===== src/rtl/pipe_scheduler.sv =====
// Purpose: scrolls up to three pipe slots, spawns new pipes, and counts the pipes the bird passes.
// Latency: all outputs are registered; each input effect is visible one cycle after it is sampled.
// Backpressure: none; pulse inputs are acted on in the cycle they are seen and never stalled.
module pipe_scheduler #(
    parameter int SPAWN_X   = 640,
    parameter int SPEED     = 4,
    parameter int SPACING   = 240,
    parameter int BIRD_X    = 160,
    parameter int GAP_MIN   = 100,
    parameter logic [15:0] LFSR_SEED = 16'hACE1
) (
    input  logic        clk,
    input  logic        initalize,
    input  logic        start,
    input  logic        halt,
    input  logic        frame_tick,
    output logic [10:0] pipe_x0,
    output logic [10:0] pipe_x1,
    output logic [10:0] pipe_x2,
    output logic [9:0]  gap_y0,
    output logic [9:0]  gap_y1,
    output logic [9:0]  gap_y2,
    output logic [2:0]  pipe_active,
    output logic [7:0]  score,
    output logic        pass_pulse,
    output logic        spawn_miss,
    output logic [1:0]  state
);

    typedef enum logic [1:0] {
        IDLE = 2'b00,
        RUN  = 2'b01,
        HALT = 2'b10
    } state_t;

    localparam logic [10:0] SPAWN_XV = SPAWN_X[10:0];
    localparam logic [10:0] SPEED_V  = SPEED[10:0];
    localparam logic [10:0] SPACE_V  = SPACING[10:0];
    localparam logic [10:0] BIRD_V   = BIRD_X[10:0];
    localparam logic [9:0]  GAPMIN_V = GAP_MIN[9:0];

    state_t            cur_st, nxt_st;
    logic [2:0][10:0]  x_q, x_d;
    logic [2:0][9:0]   gy_q, gy_d;
    logic [2:0]        act_q, act_d;
    logic [7:0]        score_q, score_d;
    logic              pass_q, pass_d;
    logic              miss_q, miss_d;
    logic [9:0]        dist_q, dist_d;
    logic [15:0]       lfsr_q;
    logic [9:0]        new_gap;
    logic [1:0]        n_pass;
    logic [8:0]        score_sum;
    logic [10:0]       dist_sum;
    logic              spawned;

    // Gap for any spawn this cycle comes from the current LFSR value.
    assign new_gap = GAPMIN_V + {2'b00, lfsr_q[7:0]};

    // Free-running Fibonacci LFSR (taps 16,14,13,11), reseeded only by reset.
    always_ff @(posedge clk) begin
        if (initalize) begin
            lfsr_q <= LFSR_SEED;
        end else begin
            lfsr_q <= {lfsr_q[14:0], lfsr_q[15] ^ lfsr_q[13] ^ lfsr_q[12] ^ lfsr_q[10]};
        end
    end

    // State and field registers; reset overrides every other input.
    always_ff @(posedge clk) begin
        if (initalize) begin
            cur_st  <= IDLE;
            x_q     <= '0;
            gy_q    <= '0;
            act_q   <= '0;
            score_q <= '0;
            pass_q  <= 1'b0;
            miss_q  <= 1'b0;
            dist_q  <= '0;
        end else begin
            cur_st  <= nxt_st;
            x_q     <= x_d;
            gy_q    <= gy_d;
            act_q   <= act_d;
            score_q <= score_d;
            pass_q  <= pass_d;
            miss_q  <= miss_d;
            dist_q  <= dist_d;
        end
    end

    // Next state: restart on start, scroll/score/spawn on frame_tick in RUN, freeze in HALT.
    always_comb begin
        nxt_st    = cur_st;
        x_d       = x_q;
        gy_d      = gy_q;
        act_d     = act_q;
        score_d   = score_q;
        pass_d    = 1'b0;
        miss_d    = miss_q;
        dist_d    = dist_q;
        n_pass    = 2'd0;
        score_sum = 9'd0;
        dist_sum  = 11'd0;
        spawned   = 1'b0;

        case (cur_st)
            RUN: begin
                if (halt) begin
                    nxt_st = HALT;
                end else if (frame_tick) begin
                    // Scroll or retire each live slot; a retiring slot keeps its x.
                    for (int i = 0; i < 3; i++) begin
                        if (act_q[i]) begin
                            if (x_q[i] < SPEED_V) begin
                                act_d[i] = 1'b0;
                            end else begin
                                x_d[i] = x_q[i] - SPEED_V;
                                if (x_q[i] >= BIRD_V && x_d[i] < BIRD_V) begin
                                    n_pass = n_pass + 2'd1;
                                end
                            end
                        end
                    end
                    score_sum = {1'b0, score_q} + {7'd0, n_pass};
                    score_d   = score_sum[8] ? 8'hFF : score_sum[7:0];
                    pass_d    = (n_pass != 2'd0);
                    // Spawn into the lowest slot free after scrolling; a retiree counts as free.
                    dist_sum = {1'b0, dist_q} + SPEED_V;
                    if (dist_sum >= SPACE_V) begin
                        dist_d = '0;
                        for (int i = 0; i < 3; i++) begin
                            if (!spawned && !act_d[i]) begin
                                spawned  = 1'b1;
                                act_d[i] = 1'b1;
                                x_d[i]   = SPAWN_XV;
                                gy_d[i]  = new_gap;
                            end
                        end
                        if (!spawned) begin
                            miss_d = 1'b1;
                        end
                    end else begin
                        dist_d = dist_sum[9:0];
                    end
                end
            end
            default: begin
                // IDLE and HALT: only start matters; it clears the field and spawns slot 0.
                if (start) begin
                    nxt_st   = RUN;
                    x_d      = '0;
                    gy_d     = '0;
                    act_d    = 3'b001;
                    x_d[0]   = SPAWN_XV;
                    gy_d[0]  = new_gap;
                    score_d  = '0;
                    miss_d   = 1'b0;
                    dist_d   = '0;
                end
            end
        endcase
    end

    assign pipe_x0     = x_q[0];
    assign pipe_x1     = x_q[1];
    assign pipe_x2     = x_q[2];
    assign gap_y0      = gy_q[0];
    assign gap_y1      = gy_q[1];
    assign gap_y2      = gy_q[2];
    assign pipe_active = act_q;
    assign score       = score_q;
    assign pass_pulse  = pass_q;
    assign spawn_miss  = miss_q;
    assign state       = cur_st;

endmodule


===== config.mk =====
export PLATFORM = sky130hd
export DESIGN_NAME = pipe_scheduler
export DESIGN_NICKNAME = d
export VERILOG_FILES = /design/src/rtl/pipe_scheduler.sv
export SDC_FILE = /design/constraint.sdc
export NUM_CORES = 1
export LEC_CHECK = 0
export CORE_MARGIN = 3
export CORE_UTILIZATION = 40
export CTS_BUF_LIST = sky130_fd_sc_hd__clkbuf_2 sky130_fd_sc_hd__clkbuf_4 sky130_fd_sc_hd__clkbuf_8
export DETAILED_ROUTE_END_ITERATION = 16
export PLACE_DENSITY = 0.7
export SYNTH_ARGS = -nofsm -noshare
export SYNTH_HDL_FRONTEND = slang
export SYNTH_SLANG_ARGS = --single-unit

===== constraint.sdc =====
create_clock -name clk -period 5.21 [get_ports clk]
set_input_delay 0.521 -clock clk [delete_from_list [all_inputs] [get_ports clk]]
set_output_delay 0.521 -clock clk [all_outputs]
set_load 0.05 [all_outputs]

==> out/metrics.cfg, run 1 <==
[status]
status=finished, final reports clean

[clock_network]
cts_setup_buffers=0
cts.clk_slew.worst_paths_ns=0.10
cts_resized=0
cts.sinks=93
cts_buffer_depth=2
root_buffer=clkbuf_8
cts_buffers=9
clk_latency_ns=0.37
cts_tree=done
htree_levels=3
cts_hold_buf=0

[synth]
synth_top_family_by_area=simple AND/OR/NAND/NOR gates
synthSimpleGateAreaFrac=0.267
ys_async_sr_fraction=0
yosys_warnings=0
synth_compound_area_frac=0.186
synthMuxAreaShare=0.0231
synthDistinctLibCells=66
syn-instance-count=581
synthXorXnorAreaFrac=0.0405
ys_seq_area_frac=0.391
synthFlopType=dfxtp_1
ys_ff_latch=93
synth_edf_count=0
avgSynthCellArea_um2=8.19
netlist_area_mm2=0.00476
synth_fa_ha_area_frac=0.0305

[power]
leakagePower_nw=2.10
powerDensity_mw_per_mm2=246
peakVddDrop_uv=219

[floorplan]
row_count=39
initial_core_util=0.413
io_pins=83
die_h_um=115
die_width_um=115
die_area_mm2=0.0132
design.core.area_mm2=0.0115

[critical_path]
crit_path_end_kind=flip-flop
path_class=flip-flop to flip-flop
startpoint_type=flip-flop
critPathArrivalTime_ns=4.57
cp_max_fo=5
cp.required_ns=5.45

[sta]
timing.final.crit_share=0.830
min_period_ns=4.32
tns_ns=0
worst_slew_pin_slew_ns=0.801
fmax_mhz=231
maxSlewHeadroom=0.466
rsz0062_at_grt=false
finClkSkew_ns=0.0159
maxSlewViolCount=0
hold_viol=0
setup_viol=0

[grt]
grt_remaining_overflow=0
antenna_found_initial=0
grt_use_total=0.188
grt_pass1_vias=4093
grt_start_max_net_pins=50
grt_first_pass_wirelength_um=20200

[cells_and_area]
seq_area_mm2=0.00186
layout-drive-gt1-share=0.0653
final_common_cell=dfxtp_1
nFillCells=1081
synthToLayoutAreaGrowth_pct=20.7
layout_common_cells=dfxtp_1 (93), clkdlybuf4s50_1 (73), nand2_1 (53), nor2_1 (42)
nNetsFinal=654
antennaDiodeCount=0
final_util=0.499
multi_input_area_mm2=0.00265

[place]
io_buffers=73
place_hpwl_um=8770
globalplace.congestion=0.885

[routing]
via_per_inst=5.60
post_drt_wl_per_cell_um=15.6
vias=4400
first_pass_iters=5
drcViolationCount=0
ant_nets=0
routed_wl_um=12200
drt_iter0_drc=399

[worst_hold_path]
hold_path.class=flip-flop to flip-flop

[job]
cap_violations=0

## layer usage
metal	routed length, µm	track usage	part of all wire
met5	0	0	0
met4	199	0.0501	0.016
met3	687	0.0479	0.056
met2	5720	0.309	0.47
met1	5620	0.246	0.46
## metrics by stage
stage	hold WS (ns)	worst slack (ns)	total power, mW	area, µm²	instances
2_1_floorplan	0.389	0.983	0.904	4790	589
3_3_place_gp	0.396	1.03	0.950	5560	770
3_5_place_dp	0.401	0.917	0.953	5560	770
4_1_cts	0.431	0.867	1.43	5740	786
5_1_grt	0.440	0.505	1.48	5750	786
6_report	0.421	0.885	1.41	5750	786
## flip-flops by register name, indices dropped and copies added, names as in the netlist, 3 cells and up
| register | cells |
|---|---|
| gap_y2 | 9 |
| pipe_active | 3 |
| pipe_x1 | 9 |
| pipe_x2 | 9 |
| dist_q | 8 |
| score | 8 |
| gap_y1 | 9 |
| gap_y0 | 9 |
| pipe_x0 | 9 |
| lfsr_q | 16 |
## power breakdown
part,internal [mW],total [mW],switching (mW)
clock,0.186,0.474,0.288
sequential,0.730,0.750,0.0196
combinational,0.0613,0.187,0.126
## synth_stat cells, types with 3 or more instances
| master | instances | area share |
|---|---|---|
| dfxtp_1 | 93 | 0.39 |
| nand2_1 | 53 | 0.042 |
| nor2_1 | 43 | 0.034 |
| a21oi_1 | 30 | 0.032 |
| nand3_1 | 30 | 0.032 |
| clkbuf_1 | 27 | 0.021 |
| o21ai_0 | 27 | 0.028 |
| o21ai_1 | 27 | 0.028 |
| inv_1 | 20 | 0.016 |
| nor3_1 | 18 | 0.019 |
| nor2b_1 | 17 | 0.022 |
| xnor2_1 | 12 | 0.022 |
| mux2i_1 | 11 | 0.023 |
| ha_1 | 10 | 0.026 |
| xor2_1 | 10 | 0.018 |
| a21o_1 | 9 | 0.014 |
| buf_4 | 9 | 0.014 |
| and3_1 | 8 | 0.011 |
| nor3b_1 | 8 | 0.013 |
| a31oi_1 | 7 | 0.0092 |
| nand2b_1 | 7 | 0.0092 |
| nor4_1 | 7 | 0.0092 |
| or2_2 | 7 | 0.0092 |
| or3_1 | 7 | 0.0092 |
| nand3b_1 | 5 | 0.0079 |
| a211oi_1 | 4 | 0.0063 |
| a22o_1 | 4 | 0.0074 |
| buf_2 | 4 | 0.0042 |
| o22ai_1 | 4 | 0.0053 |
| o31ai_1 | 4 | 0.0063 |
| or4_1 | 4 | 0.0063 |
| a311oi_1 | 3 | 0.0055 |
| and2_1 | 3 | 0.0039 |
| and4_1 | 3 | 0.0055 |
| nand4_1 | 3 | 0.0039 |
| o211ai_1 | 3 | 0.0047 |
| or2_1 | 3 | 0.0039 |
## worst max-delay path, cell delays in order (launching register included)
cell,delay [ns]
dfxtp_1,0.40
inv_1,0.10
ha_1,0.26
nor2b_1,0.16
nand2_1,0.10
inv_1,0.07
or3_1,0.33
a2111oi_0,0.52
ha_1,0.36
mux2i_1,0.18
xnor2_1,0.10
ha_1,0.23
fa_1,0.42
and3_1,0.21
and3_1,0.22
and3_1,0.24
o21ai_0,0.21
a21oi_1,0.09
## cell type report
type | count | share of cell area
clock buffers | 9 | 0.0216
clock inverters | 7 | 0.0111
inverters | 20 | 0.0131
multi-input cells | 433 | 0.461
flip-flops and latches | 93 | 0.324
well taps | 143 | 0.0311
repair buffers | 81 | 0.138
## kinds of logic (layout without fill, tap and decap cells)
| logic type | count (synthesis) | in the layout |
|---|---|---|
| flip-flops | 93 | 93 |
| XOR/XNOR | 22 | 22 |
| adder cells (fa/ha/maj) | 11 | 11 |
| AO/OA/AOI/OAI | 143 | 143 |
| other | 1 | 9 |
| AND/OR/NAND/NOR | 237 | 237 |
| buffers and inverters | 63 | 117 |
| multiplexers | 11 | 11 |
## worst paths after layout
check / start / end / slack [ns] / cells after the start
min reg2reg: lfsr_q[14] / lfsr_q[15] / 0.42 / 1
min: lfsr_q[14] / lfsr_q[15] / 0.42 / 1
max reg2reg: pipe_x1[2] / score[2] / 0.89 / 17
max: pipe_x1[2] / score[2] / 0.89 / 17
Power figures use the tool's default switching activity.
==> run 2: changes to the inputs <==
Clock period 5.21 ns to 4.3 ns, I/O delays scaled along.
==> run 2 against run 1 <==
Against the previous run:
- sequential cell count is the same
- sequential share of layout area shrank 0.13 points
- cell count grew 0.25%
- clock power grew 13%
- sequential power grew 21%
- die area is the same
- core utilization grew 0.26 points
- critical path type unchanged
- largest cell class unchanged
==> out/metrics.cfg, run 2 (synthesis results as in run 1) <==
[sta]
hold_viol=0  ; unchanged
min_period_ns=4.09  ; -0.235 ns
finClkSkew_ns=0.0108  ; -0.00507 ns
fmax_mhz=244  ; +5.7%
maxSlewViolCount=0  ; unchanged
maxSlewHeadroom=0.439  ; -0.0267
holdWs_ns=0.422  ; +0.000681 ns
tns_ns=0  ; unchanged
timing.final.crit_share=0.951  ; +0.121
setup_viol=0  ; unchanged
worst_slew_pin_slew_ns=0.838  ; +0.0379 ns
rsz0062_at_grt=false
fin_ws_ns=0.210  ; -0.675 ns

[power]
powerDensity_mw_per_mm2=291  ; +18%
combPwrFrac=0.138  ; +0.005
leakagePower_nw=2.10  ; about the same
p_sw_frac=0.301  ; -0.00604
p_seq_frac=0.542  ; +0.011
p_int_mw=1.17  ; +20%
peakVddDrop_uv=261  ; +19%
power_frac_clock=0.320  ; -0.016
p_sw_uw=505  ; +17%
power_mw=1.68  ; +19%

[place]
pre_cts_ws_ns=-0.154  ; -1.07 ns
placed_area_mm2=0.00557  ; +0.27%
place_inst=772  ; +0.26%
io_buffers=73  ; unchanged
globalplace.congestion=0.891  ; +0.72%
place_hpwl_um=8900  ; +1.5%

[critical_path]
crit_end=score[1]
cpPeakStageDelay_ns=0.40  ; -0.12 ns
crit_path_end_kind=flip-flop
critPathBufInv=2  ; unchanged
timing.reg2reg.worst_path_depth=17  ; unchanged
cp_top_family=simple AND/OR/NAND/NOR gates
critPathLaunch=pipe_x1[3]
cp_max_fo=5  ; unchanged
worstPathCellList=inv_1, ha_1, nor2b_1, nand2_1, inv_1, or3_1, a2111oi_4, ha_1, mux2i_1, xnor2_1, ha_1, fa_2, and3_1, and3_1, and3_1, o21ai_1, a21oi_1
critical-path-slowest-cell=dfxtp_1
startpoint_type=flip-flop
cp.required_ns=4.55  ; -0.90 ns
cp_num_cells=17  ; unchanged
r2r_slack_ns=0.21  ; -0.68 ns
critPathArrivalTime_ns=4.34  ; -0.23 ns
rr_startpoint=pipe_x1[3]
path_class=flip-flop to flip-flop
worst_r2r_endpoint=score[1]

[routing]
drt_iter0_drc=430  ; +7.8%
vias=4474  ; +1.7%
routed_wl_um=12500  ; +2.2%
ant_nets=0  ; unchanged
post_drt_wl_per_cell_um=15.9  ; +1.9%
drcViolationCount=0  ; unchanged
first_pass_iters=5  ; unchanged
via_per_inst=5.68  ; +1.4%

[clock_network]
cts.clk_slew.worst_paths_ns=0.10  ; about the same
cts_buffers=9  ; unchanged
root_buffer=clkbuf_8
cts_tree=done
cts_buffer_depth=2  ; unchanged
cts.sinks=93  ; unchanged
htree_levels=3  ; unchanged
clk_latency_ns=0.38  ; about the same
cts_hold_buf=0  ; unchanged

[floorplan]
io_pins=83  ; unchanged
design.core.area_mm2=0.0115  ; unchanged
row_count=39  ; unchanged
die_h_um=115  ; unchanged
initial_core_util=0.413  ; unchanged
die_width_um=115  ; unchanged
die_area_mm2=0.0132  ; unchanged

[cells_and_area]
final_util=0.502  ; +0.00261
final_common_cell=dfxtp_1
stdcell_count=788  ; +0.25%
nNetsFinal=657  ; +0.46%
fin_area_mm2=0.00578  ; +0.52%
antennaDiodeCount=0  ; unchanged
largest_register_ffs=16  ; unchanged
synthToLayoutAreaGrowth_pct=21.3
top_register=lfsr_q
layout-drive-gt1-share=0.0760  ; +0.0107
layout_common_cells=dfxtp_1 (91), clkdlybuf4s50_1 (73), nand2_1 (53), nor2_1 (42)

[grt]
grt_remaining_overflow=0  ; unchanged
grt_use_total=0.189  ; +0.000809
antenna_found_initial=0  ; unchanged
grt_first_pass_wirelength_um=20200  ; -0.14%
grt_start_max_net_pins=50  ; unchanged
grt_pass1_vias=4043  ; -1.2%

[worst_hold_path]
holdCritStartpoint=lfsr_q[9]
hold_path.class=flip-flop to flip-flop
holdPathStages=1  ; unchanged

[status]
status=finished, final reports clean

[job]
cap_violations=0  ; unchanged

run 2: cell types whose count changed in the layout (fill, tap and decap cells not counted), moves of 2 or more:
cell     delta
dfxtp_1     -2
dfxtp_2     +2
o21ai_1     +2
o21ai_0     -2
buf_4       +3
inv_8       -3
run 2: worst register-to-register path, cell delays in order (launching register included):
cell and delay (ns):
dfxtp_1 0.40, inv_1 0.08, ha_1 0.24, nor2b_1 0.16, nand2_1 0.12, inv_1 0.07, or3_1 0.39, a2111oi_4 0.39
ha_1 0.31, mux2i_1 0.17, xnor2_1 0.09, ha_1 0.23, fa_2 0.36, and3_1 0.20, and3_1 0.23, and3_1 0.26
o21ai_1 0.16, a21oi_1 0.08
run 2: worst min-delay path by stage:
stage                       to  slack, ns
floorplan           lfsr_q[10]       0.39
global placement    lfsr_q[15]       0.40
detailed placement  lfsr_q[10]       0.40
CTS                 lfsr_q[10]       0.43
global route        lfsr_q[15]       0.44
finish              lfsr_q[10]       0.42
run 2: metal layers:
| metal | up-vias | wire length (µm) | GRT usage |
|---|---|---|---|
| li1 | 2166 | - | - |
| met1 | 2139 | 5580 | 0.252 |
| met2 | 151 | 5920 | 0.304 |
| met3 | 18 | 805 | 0.0500 |
| met4 | 0 | 184 | 0.0501 |
| met5 | - | 0 | 0 |
run 2: power by group through the flow:
stage / registers (mW) / logic [mW] / clock network [mW]
after floorplan: 0.961 / 0.134 / 0
after global placement: 0.929 / 0.225 / 0
after detailed placement: 0.929 / 0.228 / 0
after CTS: 0.909 / 0.230 / 0.555
after global routing: 0.914 / 0.249 / 0.588
final: 0.909 / 0.232 / 0.537
run 2: timing repair:
item,CTS,global route
gates resized for setup,2,7
buffers inserted,0,1
pin swaps,0,1
endpoints found under the setup margin,6,8
run 2: layout make-up:
class / instances / area (µm²)
clock inverters: 6 / 46.3
clock buffers: 9 / 124
flip-flops and latches: 93 / 1860
repair buffers: 84 / 813
fillers: 1102 / 5740
inverters: 20 / 75.1
well taps: 143 / 179
multi-input cells: 433 / 2670
==> run 3: changes to the inputs <==
Settings changed: ABC_CLOCK_PERIOD_IN_PS set to 4300, PLACE_DENSITY 0.7 to unset, PLACE_DENSITY_LB_ADDON set to 0.15.
==> run 3 against run 2 <==
Against the previous run:
- maximum frequency rose by 0.95%
- routed wire length is 2.9% higher
- highest routed layer unchanged
- sequential cell count unchanged
- worst setup slack better by 0.038 ns
- sequential share of layout area is 0.33 points lower
==> out/metrics.cfg, run 3 (synthesis results as in run 1) <==
[place]
globalplace.congestion=0.881  ; -1.1%
io_buffers=73  ; unchanged
pre_cts_ws_ns=0.0152  ; +0.169 ns
place_inst=774  ; +0.26%
place_hpwl_um=9050  ; +1.7%

[sta]
maxSlewHeadroom=0.451  ; +0.0118
min_period_ns=4.05  ; -0.0384 ns
fmax_mhz=247  ; +0.95%
hold_viol=0  ; unchanged
worst_slew_pin_slew_ns=0.821  ; -0.0177 ns
finClkSkew_ns=0.0139  ; +0.00305 ns
maxSlewViolCount=0  ; unchanged
timing.final.crit_share=0.942  ; -0.00893
setup_viol=0  ; unchanged
tns_ns=0  ; unchanged
fin_ws_ns=0.248  ; +0.0384 ns

[floorplan]
design.core.area_mm2=0.0115  ; unchanged
io_pins=83  ; unchanged
die_h_um=115  ; unchanged
initial_core_util=0.413  ; unchanged
row_count=39  ; unchanged
die_width_um=115  ; unchanged
die_area_mm2=0.0132  ; unchanged

[power]
powerDensity_mw_per_mm2=309  ; +6.3%
p_sw_uw=512  ; +1.4%
p_sw_frac=0.284  ; -0.0173
combPwrFrac=0.129  ; -0.009
p_seq_frac=0.503  ; -0.039
peakVddDrop_uv=181  ; -31%
p_int_mw=1.29  ; +10%
leakagePower_nw=2.14  ; +2.0%
power_frac_clock=0.368  ; +0.048

[clock_network]
cts_hold_buf=0  ; unchanged
cts.clk_slew.worst_paths_ns=0.09  ; about the same
cts_tree=done
cts_buffer_depth=2  ; unchanged
cts.sinks=93  ; unchanged
root_buffer=clkbuf_8
clk_latency_ns=0.38  ; about the same
cts_buffers=9  ; unchanged
htree_levels=3  ; unchanged

[job]
cap_violations=0  ; unchanged

[critical_path]
critPathArrivalTime_ns=4.30  ; -0.04 ns
path_class=flip-flop to flip-flop
cp_num_cells=17  ; unchanged
cp_top_family=simple AND/OR/NAND/NOR gates
startpoint_type=flip-flop
cp_max_fo=5  ; unchanged
crit_path_end_kind=flip-flop
cpPeakStageDelay_ns=0.40  ; about the same
timing.reg2reg.worst_path_depth=17  ; unchanged
cp.required_ns=4.55  ; about the same
critical-path-slowest-cell=or3_1
worstPathCellList=inv_1, ha_1, nor2b_1, nand2_1, inv_1, or3_1, a2111oi_4, ha_1, mux2i_1, xnor2_1, ha_1, fa_2, and3_1, and3_1, and3_1, o21ai_0, a21oi_1
critPathBufInv=2  ; unchanged

[cells_and_area]
multi_input_area_mm2=0.00268  ; +0.14%
seq_area_mm2=0.00187  ; +0.20%
largest_register_ffs=16  ; unchanged
final_common_cell=dfxtp_1
layout_common_cells=dfxtp_1 (88), clkdlybuf4s50_1 (73), nand2_1 (53), nor2_1 (43)
final_util=0.508  ; +0.00619
nNetsFinal=659  ; +0.30%
layout-drive-gt1-share=0.0835  ; +0.00749
nFillCells=1122  ; +1.8%
synthToLayoutAreaGrowth_pct=22.8
stdcell_count=790  ; +0.25%
antennaDiodeCount=0  ; unchanged
top_register=lfsr_q

[routing]
drt_iter0_drc=401  ; -6.7%
top_layer=met4
ant_nets=0  ; unchanged
post_drt_wl_per_cell_um=16.3  ; +2.6%
dr_wl_met3_um=659  ; -18%
first_pass_iters=5  ; unchanged
routed_wl_um=12900  ; +2.9%
vias=4433  ; -0.92%
wl_met1_um=6150  ; +10%
via_per_inst=5.61  ; -1.2%
drcViolationCount=0  ; unchanged
wl_met2_um=5770  ; -2.5%

[grt]
grt_use_total=0.196  ; +0.00742
antenna_found_initial=0  ; unchanged
grt_first_pass_wirelength_um=20900  ; +3.3%
grt_pass1_vias=4086  ; +1.1%
grt_remaining_overflow=0  ; unchanged
grt_start_max_net_pins=50  ; unchanged

[worst_hold_path]
holdPathStages=1  ; unchanged
hold_path.class=flip-flop to flip-flop

[status]
status=finished, final reports clean

==> run 3: repair_timing <==
item                                    in CTS  in global routing
endpoints found under the setup margin       0                  8
gates resized for setup                      0                 10
setup buffers                                0                  1
==> run 3: power by group through the flow <==
stage                     logic, mW  registers, mW  clock network (mW)
final                         0.233          0.908               0.665
after global routing          0.251          0.912               0.717
after CTS                     0.233          0.908               0.689
after detailed placement      0.231          0.928                   0
after global placement        0.228          0.928                   0
after floorplan               0.134          0.961                   0
==> run 3: final cells by class <==
cell class                      instances  share of cell area
Multi-Input combinational cell        433               0.458
Sequential cell                        93               0.319
Timing Repair Buffer                   86               0.142
Tap cell                              143              0.0306
Clock buffer                            9              0.0212
Clock inverter                          6              0.0163
Inverter                               20              0.0128
==> run 3: final timing paths <==
kind	end	from	slack (ns)
setup / recovery	score[1]	pipe_x1[2]	0.25
hold reg to reg	lfsr_q[15]	lfsr_q[14]	0.42
setup reg to reg	score[1]	pipe_x1[2]	0.25
hold / removal	lfsr_q[15]	lfsr_q[14]	0.42
==> run 3: per-layer routing <==
metal,vias to the layer above,GRT usage
met2,142,0.291
met1,2094,0.280
met5,-,0
li1,2171,-
met3,26,0.0421
met4,0,0.0720
==> run 3: worst reg2reg max path, delay by kind of cell, from the launching register on <==
family | cells | cell delay (ns)
simple gates | 6 | 1.34
fa+ha+maj | 4 | 1.16
compound gates | 3 | 0.63
flops | 1 | 0.39
mux | 1 | 0.17
buf+inv | 2 | 0.16
xor+xnor | 1 | 0.09
==> run 3: through the flow <==
stage	area [µm²]	total power, mW	hold WS (ns)
final	5850	1.81	0.416
after detailed placement	5590	1.16	0.397
after global routing	5850	1.88	0.425
after global placement	5590	1.16	0.395
after CTS	5810	1.83	0.419
after floorplan	4790	1.09	0.389
